<file path="src/rtl/payload_byte_feeder_if.sv">
// payload_byte_feeder_if
//   AXI4-Stream-style word stream carrying packet payload into the byte
//   feeder.
//   s_tdata  : payload word, lane 0 = bits [7:0] goes out first
//   s_tkeep  : lane-valid mask, contiguous from lane 0
//   s_tlast  : final word of a packet
//   s_tvalid : word valid
//   s_tready : word accepted on s_tvalid & s_tready at a rising edge
// master = word source, slave = payload_byte_feeder.
interface payload_byte_feeder_if #(
  parameter int DATA_W = 64,
  parameter int KEEP_W = DATA_W / 8
);
  logic [DATA_W-1:0] s_tdata;
  logic [KEEP_W-1:0] s_tkeep;
  logic              s_tlast;
  logic              s_tvalid;
  logic              s_tready;

  modport master (output s_tdata, s_tkeep, s_tlast, s_tvalid, input s_tready);
  modport slave  (input s_tdata, s_tkeep, s_tlast, s_tvalid, output s_tready);
endinterface

</file>
<file path="src/rtl/payload_byte_feeder.sv">
// payload_byte_feeder
//   Serialises a payload word stream into one byte per cycle for the regex
//   engines, with the engine control strobes and a one-hot character decode.
//   clk, rst    : single clock, synchronous active-high reset
//   s           : word stream (slave side of payload_byte_feeder_if)
//   sod         : one-cycle pulse before the first byte (engine clear)
//   en          : byte_data / char_dec valid this cycle
//   byte_data   : current payload byte, held while en is low
//   char_dec    : bit b = en & (byte_data == b)
//   byte_offset : byte index within the packet, saturating
//   eod         : one-cycle pulse after the last byte (sample engines)
// Every output, including s_tready, comes straight from a flop. The next
// state is computed first, and all outputs are derived from it, so the
// registered outputs always describe the state the FSM is in.
module payload_byte_feeder #(
  parameter int DATA_W = 64,
  parameter int KEEP_W = DATA_W / 8,
  parameter int OFS_W  = 16
) (
  input  logic                  clk,
  input  logic                  rst,
  payload_byte_feeder_if.slave  s,
  output logic                  sod,
  output logic                  en,
  output logic [7:0]            byte_data,
  output logic [255:0]          char_dec,
  output logic [OFS_W-1:0]      byte_offset,
  output logic                  eod
);
  localparam int LANE_W = (KEEP_W > 1) ? $clog2(KEEP_W) : 1;
  localparam int CNT_W  = $clog2(KEEP_W + 1);

  typedef enum logic [2:0] {IDLE, SOD, BYTES, WAIT, EOD} state_e;

  state_e                   state_q, state_d;
  logic [KEEP_W-1:0][7:0]   word_q, word_d;
  logic [CNT_W-1:0]         cnt_q, cnt_d;
  logic                     last_q, last_d;
  logic [LANE_W-1:0]        lane_q, lane_d;
  logic                     first_q, first_d;
  logic                     rdy_q, rdy_d;
  logic                     sod_q, sod_d;
  logic                     en_q, en_d;
  logic                     eod_q, eod_d;
  logic [7:0]               byte_q, byte_d;
  logic [255:0]             dec_q, dec_d;
  logic [OFS_W-1:0]         ofs_q, ofs_d;

  logic                     accept;
  logic                     last_lane;
  logic [CNT_W-1:0]         in_cnt;

  // Lanes counted only while keep stays set from lane 0 upward.
  function automatic logic [CNT_W-1:0] lead_ones(input logic [KEEP_W-1:0] k);
    logic [CNT_W-1:0] c;
    logic             run;
    c   = '0;
    run = 1'b1;
    for (int i = 0; i < KEEP_W; i++) begin
      if (run && k[i]) c = c + CNT_W'(1);
      else             run = 1'b0;
    end
    return c;
  endfunction

  assign accept    = s.s_tvalid & rdy_q;
  assign in_cnt    = lead_ones(s.s_tkeep);
  assign last_lane = (CNT_W'(lane_q) + CNT_W'(1)) == cnt_q;

  always_comb begin
    state_d = state_q;
    word_d  = word_q;
    cnt_d   = cnt_q;
    last_d  = last_q;
    lane_d  = lane_q;
    unique case (state_q)
      IDLE: begin
        if (accept) begin
          word_d  = s.s_tdata;
          cnt_d   = in_cnt;
          last_d  = s.s_tlast;
          state_d = SOD;
        end
      end
      SOD: begin
        if (cnt_q == '0) state_d = last_q ? EOD : WAIT;
        else begin
          state_d = BYTES;
          lane_d  = '0;
        end
      end
      BYTES: begin
        if (!last_lane) lane_d = lane_q + LANE_W'(1);
        else if (last_q) state_d = EOD;
        else if (accept) begin
          // Back-to-back word: its lane 0 follows with no bubble.
          word_d = s.s_tdata;
          cnt_d  = in_cnt;
          last_d = s.s_tlast;
          if (in_cnt == '0) state_d = s.s_tlast ? EOD : WAIT;
          else begin
            state_d = BYTES;
            lane_d  = '0;
          end
        end else state_d = WAIT;
      end
      WAIT: begin
        if (accept) begin
          word_d = s.s_tdata;
          cnt_d  = in_cnt;
          last_d = s.s_tlast;
          if (in_cnt == '0) state_d = s.s_tlast ? EOD : WAIT;
          else begin
            state_d = BYTES;
            lane_d  = '0;
          end
        end
      end
      EOD:     state_d = IDLE;
      default: state_d = IDLE;
    endcase
  end

  // Outputs for the cycle the FSM is about to enter.
  always_comb begin
    sod_d = (state_d == SOD);
    en_d  = (state_d == BYTES);
    eod_d = (state_d == EOD);
    // Ready only in states that can take a word next edge: idle, starved,
    // or emitting the final lane of a non-last word.
    rdy_d = (state_d == IDLE) || (state_d == WAIT) ||
            ((state_d == BYTES) && !last_d &&
             ((CNT_W'(lane_d) + CNT_W'(1)) == cnt_d));
    byte_d  = en_d ? word_d[lane_d] : byte_q;
    dec_d   = en_d ? (256'(1) << byte_d) : '0;
    first_d = first_q;
    ofs_d   = ofs_q;
    if (sod_d) begin
      ofs_d   = '0;
      first_d = 1'b1;
    end else if (en_d) begin
      first_d = 1'b0;
      // First byte keeps the cleared 0; later bytes count up and stick at max.
      if (!first_q && (ofs_q != '1)) ofs_d = ofs_q + OFS_W'(1);
    end
  end

  always_ff @(posedge clk) begin
    if (rst) begin
      state_q <= IDLE;
      word_q  <= '0;
      cnt_q   <= '0;
      last_q  <= 1'b0;
      lane_q  <= '0;
      first_q <= 1'b0;
      rdy_q   <= 1'b0;
      sod_q   <= 1'b0;
      en_q    <= 1'b0;
      eod_q   <= 1'b0;
      byte_q  <= '0;
      dec_q   <= '0;
      ofs_q   <= '0;
    end else begin
      state_q <= state_d;
      word_q  <= word_d;
      cnt_q   <= cnt_d;
      last_q  <= last_d;
      lane_q  <= lane_d;
      first_q <= first_d;
      rdy_q   <= rdy_d;
      sod_q   <= sod_d;
      en_q    <= en_d;
      eod_q   <= eod_d;
      byte_q  <= byte_d;
      dec_q   <= dec_d;
      ofs_q   <= ofs_d;
    end
  end

  assign s.s_tready  = rdy_q;
  assign sod         = sod_q;
  assign en          = en_q;
  assign eod         = eod_q;
  assign byte_data   = byte_q;
  assign char_dec    = dec_q;
  assign byte_offset = ofs_q;
endmodule
</file>
<file path="src/flat_wrapper.sv">
// flat-port wrapper written by rule: the top's interface ports become plain ports
module payload_byte_feeder_flat 
#(
  parameter int DATA_W = 64,
  parameter int KEEP_W = DATA_W / 8,
  parameter int OFS_W  = 16
)
  (clk, rst, sod, en, byte_data, char_dec, byte_offset, eod, s_s_tdata, s_s_tkeep, s_s_tlast, s_s_tvalid, s_s_tready);
  payload_byte_feeder_if #(.DATA_W(DATA_W), .KEEP_W(KEEP_W)) s_i ();
  input  logic clk;
  input  logic rst;
  output logic sod;
  output logic en;
  output logic [7:0] byte_data;
  output logic [255:0] char_dec;
  output logic [OFS_W-1:0] byte_offset;
  output logic eod;
  input wire logic [$bits(s_i.s_tdata)-1:0] s_s_tdata;
  input wire logic [$bits(s_i.s_tkeep)-1:0] s_s_tkeep;
  input wire logic [$bits(s_i.s_tlast)-1:0] s_s_tlast;
  input wire logic [$bits(s_i.s_tvalid)-1:0] s_s_tvalid;
  output wire logic [$bits(s_i.s_tready)-1:0] s_s_tready;
  assign s_i.s_tdata = s_s_tdata;
  assign s_i.s_tkeep = s_s_tkeep;
  assign s_i.s_tlast = s_s_tlast;
  assign s_i.s_tvalid = s_s_tvalid;
  assign s_s_tready = s_i.s_tready;
  payload_byte_feeder #(.DATA_W(DATA_W), .KEEP_W(KEEP_W), .OFS_W(OFS_W)) u_core (.clk(clk), .rst(rst), .s(s_i), .sod(sod), .en(en), .byte_data(byte_data), .char_dec(char_dec), .byte_offset(byte_offset), .eod(eod));
endmodule
</file>
<file path="config.mk">
export PLATFORM = sky130hd
export DESIGN_NAME = payload_byte_feeder_flat
export DESIGN_NICKNAME = d
export VERILOG_FILES = /design/src/rtl/payload_byte_feeder_if.sv /design/src/rtl/payload_byte_feeder.sv /design/src/flat_wrapper.sv
export SDC_FILE = /design/constraint.sdc
export NUM_CORES = 1
export LEC_CHECK = 0
export CORE_ASPECT_RATIO = 1.1
export CORE_MARGIN = 8
export CORE_UTILIZATION = 50
export CTS_BUF_LIST = sky130_fd_sc_hd__clkbuf_2 sky130_fd_sc_hd__clkbuf_4 sky130_fd_sc_hd__clkbuf_8
export CTS_CLUSTER_DIAMETER = 100
export DETAILED_ROUTE_END_ITERATION = 8
export PLACE_DENSITY = 0.93
export SETUP_SLACK_MARGIN = 0.5
export SLEW_MARGIN = 20
export SYNTH_ARGS = -nofsm -noshare
export SYNTH_HDL_FRONTEND = slang
export SYNTH_SLANG_ARGS = --single-unit
</file>
<file path="constraint.sdc">
create_clock -name clk -period 12.3 [get_ports clk]
set_clock_uncertainty 0.2 [all_clocks]
set_input_delay 3.69 -clock clk [delete_from_list [all_inputs] [get_ports clk]]
set_output_delay 3.69 -clock clk [all_outputs]
set_load 0.05 [all_outputs]
</file>
==> impl_metrics.yaml <==
critical_path:
  crit_type: "in2reg"
  critical_path.max_fanout: 18
  cp-end-kind: "flip-flop"
  start_kind: "primary input"
  crit_required_ns: 12.58
  reg2reg_depth: 13
  r2r_start: "u_core.lane_q[0]$_SDFF_PP0_"
  cp_top_family: "compound AO/OA/AOI/OAI gates"
  regToRegEndpoint: "u_core.char_dec[155]$_SDFF_PP0_"
  cp_slowest_stage_delay_ns: 0.65
  worst-r2r-setup-slack_ns: 6.24
  cp.arrival_ns: 11.41
  worst-path-buf-inv: 4
  crit_path_top_delay_cell: "a31oi_2"
  cpMostUsedCell: "ha_1"
floorplanning:
  die_h_um: 188
  num_io_pins: 360
  floorplan.initialDensity_pct: 50.3
  row_count: 63
  die_w_um: 172
  dieArea_mm2: 0.0324
  core_mm2: 0.0267
pwr:
  p_per_area_mw_per_mm2: 148
  power.leakage_nw: 6.33
  seq_power_share_pct: 45.2
  internal_power_mw: 1.86
  p_sw_share_pct: 30.6
  pwr-share-clk_pct: 35.5
  ir_drop_uv: 106
  combPwrFrac_pct: 19.2
  p_switching_uw: 823
  power_mw: 2.69
drt:
  vias: 11600
  antenna_left: 0
  drc: 0
  wl_mm: 44.9
  firstDrtPassIters: 5
  wl_per_cell_um: 22.0
  drt_iter0_markers: 1006
  viasPerCell: 5.71
timing:
  whs_ns: 0.253
  maxSlewViolCount: 0
  fmax_mhz: 89.9
  rsz0062_at_grt: "no"
  post-route-period-util_pct: 90.5
  worstMarginPinSlew_ns: 1.10
  setup_viol: 0
  tns_ns: 0
  hold_violations: 0
  maxSlewHeadroom_pct: 26.2
  setup_ws_ns: 1.17
  finalCriticalPeriod_ns: 11.13
yosys:
  ys_ff_latch: 360
  yosys_warnings: 0
  synth_area_leader_cell: "dfxtp_1"
  synth_edf_count: 0
  ys_seq_area_share_pct: 53.6
  syn_nets: 1406
  synth_async_sr_flop_share_pct: 0
  syn_inst: 1322
  synthTopCellsByArea: "dfxtp_1 54%, nor3_1 5.4%, nor2_1 3.9%"
  synth_area_per_cell_um2: 10.2
  synth_flop_cell: "dfxtp_1"
  synth_cell_types: 96
  syn-cell-area_mm2: 0.0135
  yosys.area.top_type_share_pct: 53.6
place:
  place.gp.congestion: 0.911
  placedCellCount: 1956
  hpwlAfterDp_mm: 32.3
  place_ws_ns: 0.640
  post_dp_cell_area_mm2: 0.0171
  port-buffer-count: 359
clocking:
  htreeDepth: 2
  clock_latency_ns: 0.59
  hold_buffers: 0
  clockRootBuffer: "clkbuf_8"
  cts_inserted_buffers: 52
  cts_tree: "built"
  clk_path_buf_depth: 3
  post_cts_buffers: 0
  clkTransAtPathRegs_ns: 0.06
  clock_sinks: 360
global_routing:
  grt_antenna_before_repair: 1
  grt_pass1_vias: 11800
  grt_overflow: 0
  grtUsageTotal_pct: 26.7
  grt_max_degree: 89
  grt_pass1_wl_mm: 67.9
cells_and_area:
  stdcell_area_mm2: 0.0182
  area_delta_synth_final_pct: 34.9
  final_cells: 2041
  n_fill_cell: 1916
  nets: 1737
  final_core_util_pct: 67.9
  drive_gt1_share_pct: 13.3
min_path:
  hp-start: "u_core.word_q[58]$_SDFF_PP0_"
  hold_path_depth: 2
  hold_class: "reg2reg"
  min_to: "u_core.word_q[58]$_SDFF_PP0_"
job:
  max-cap-violations: 0
run_status:
  status: "finished, final reports clean"
## metal layers
metal	GRT usage (%)	vias to the layer above	wire length (µm)	part of all wire, %
met3	7.57	122	4310	9.6
met4	12.7	0	2020	4.5
met5	0	-	0	0
li1	-	5349	-	-
met2	45.4	530	21900	49
met1	30.2	5647	16700	37
## registers in the layout (all words and copies together) (netlist names)
signal and flops:
u_core.byte_data 8, u_core.byte_offset 16, u_core.char_dec 256, u_core.cnt_q 4
u_core.en 1, u_core.eod 1, u_core.first_q 1, u_core.lane_q 3
u_core.last_q 1, u_core.s.s_tready 1, u_core.sod 1, u_core.state_q 3
u_core.word_q 64
## tightest hold or removal path, stage by stage, from the launching register on
cell     delay (ns)
dfxtp_1        0.31
nand2_1        0.05
a21oi_1        0.05
## how the worst max path moves through the flow
stage / end / start / cells past startpoint / slack, ns
6_report: u_core.char_dec[155]$_SDFF_PP0_ / s_s_tkeep[1] / 28 / 1.17
5_1_grt: u_core.char_dec[55]$_SDFF_PP0_ / s_s_tkeep[1] / 28 / 0.50
4_1_cts: u_core.char_dec[19]$_SDFF_PP0_ / s_s_tkeep[1] / 27 / 1.20
3_5_place_dp: u_core.char_dec[63]$_SDFF_PP0_ / s_s_tkeep[1] / 27 / 0.64
3_3_place_gp: u_core.char_dec[162]$_SDFF_PP0_ / s_s_tkeep[1] / 27 / 0.84
2_1_floorplan: u_core.char_dec[52]$_SDFF_PP0_ / s_s_tkeep[1] / 30 / 2.89
## power groups by stage
stage / clock (mW) / sequential (mW) / combinational, mW
CTS: 0.970 / 1.22 / 0.512
global placement: 0 / 1.24 / 0.498
detailed placement: 0 / 1.24 / 0.510
global route: 1.02 / 1.22 / 0.551
floorplan: 0 / 1.25 / 0.348
finish: 0.954 / 1.22 / 0.517
## logic make-up (layout without fill, tap and decap cells)
group | Yosys count | after routing | share of synthesized area (%)
fa+ha+maj | 8 | 8 | 0.744
xor+xnor | 26 | 26 | 1.92
mux | 73 | 73 | 6.89
flops | 360 | 360 | 53.6
simple gates | 579 | 579 | 23.6
buf+inv | 120 | 481 | 4.68
other cells | 0 | 1 | 0
compound gates | 156 | 156 | 8.61
## synth_stat cells, types with 6 or more instances
cell and instances:
a21oi_1 48, a31oi_1 7, and2_1 6, and3_1 13, buf_2 35, buf_4 7
buf_6 13, clkbuf_1 45, dfxtp_1 360, ha_1 8, inv_1 14, mux2_2 10
mux2i_1 47, mux4_2 13, nand2_1 101, nand3_1 31, nand4_1 12, nor2_1 140
nor2b_1 9, nor3_1 146, nor4_1 32, nor4_2 36, o2111ai_1 6, o211ai_1 8
o21ai_0 21, or3_1 8, xnor2_1 11, xor2_1 12
## timing repair
item,4_1_cts,5_1_grt
endpoints found under the setup margin,0,12
hold endpoints to repair,0,0
resized for setup,0,1
## area by class of cell
cell class	count	area [µm²]	area share [%]
diodes	1	2.50	0.0138
clock buffers	74	931	5.13
clock inverters	10	98.8	0.545
inverters	16	60.1	0.331
multi-input cells	842	5640	31.1
flip-flops and latches	360	7210	39.7
well taps	357	447	2.46
repair buffers	381	3770	20.7
## cell usage in the layout, fill, tap and decap left out, drive strengths merged, types with 9 or more instances in the layout
cell / count
inv: 18
dfxtp: 360
a21oi: 48
nor2: 141
o21ai: 24
nand4: 14
clkdlybuf4s50: 358
xnor2: 11
buf: 23
nand3: 34
nor4: 68
o211ai: 10
mux2: 11
mux2i: 49
nand2: 106
mux4: 13
nor2b: 9
and3: 13
xor2: 14
clkbuf: 74
nor3: 152
Power figures use the tool's default switching activity.
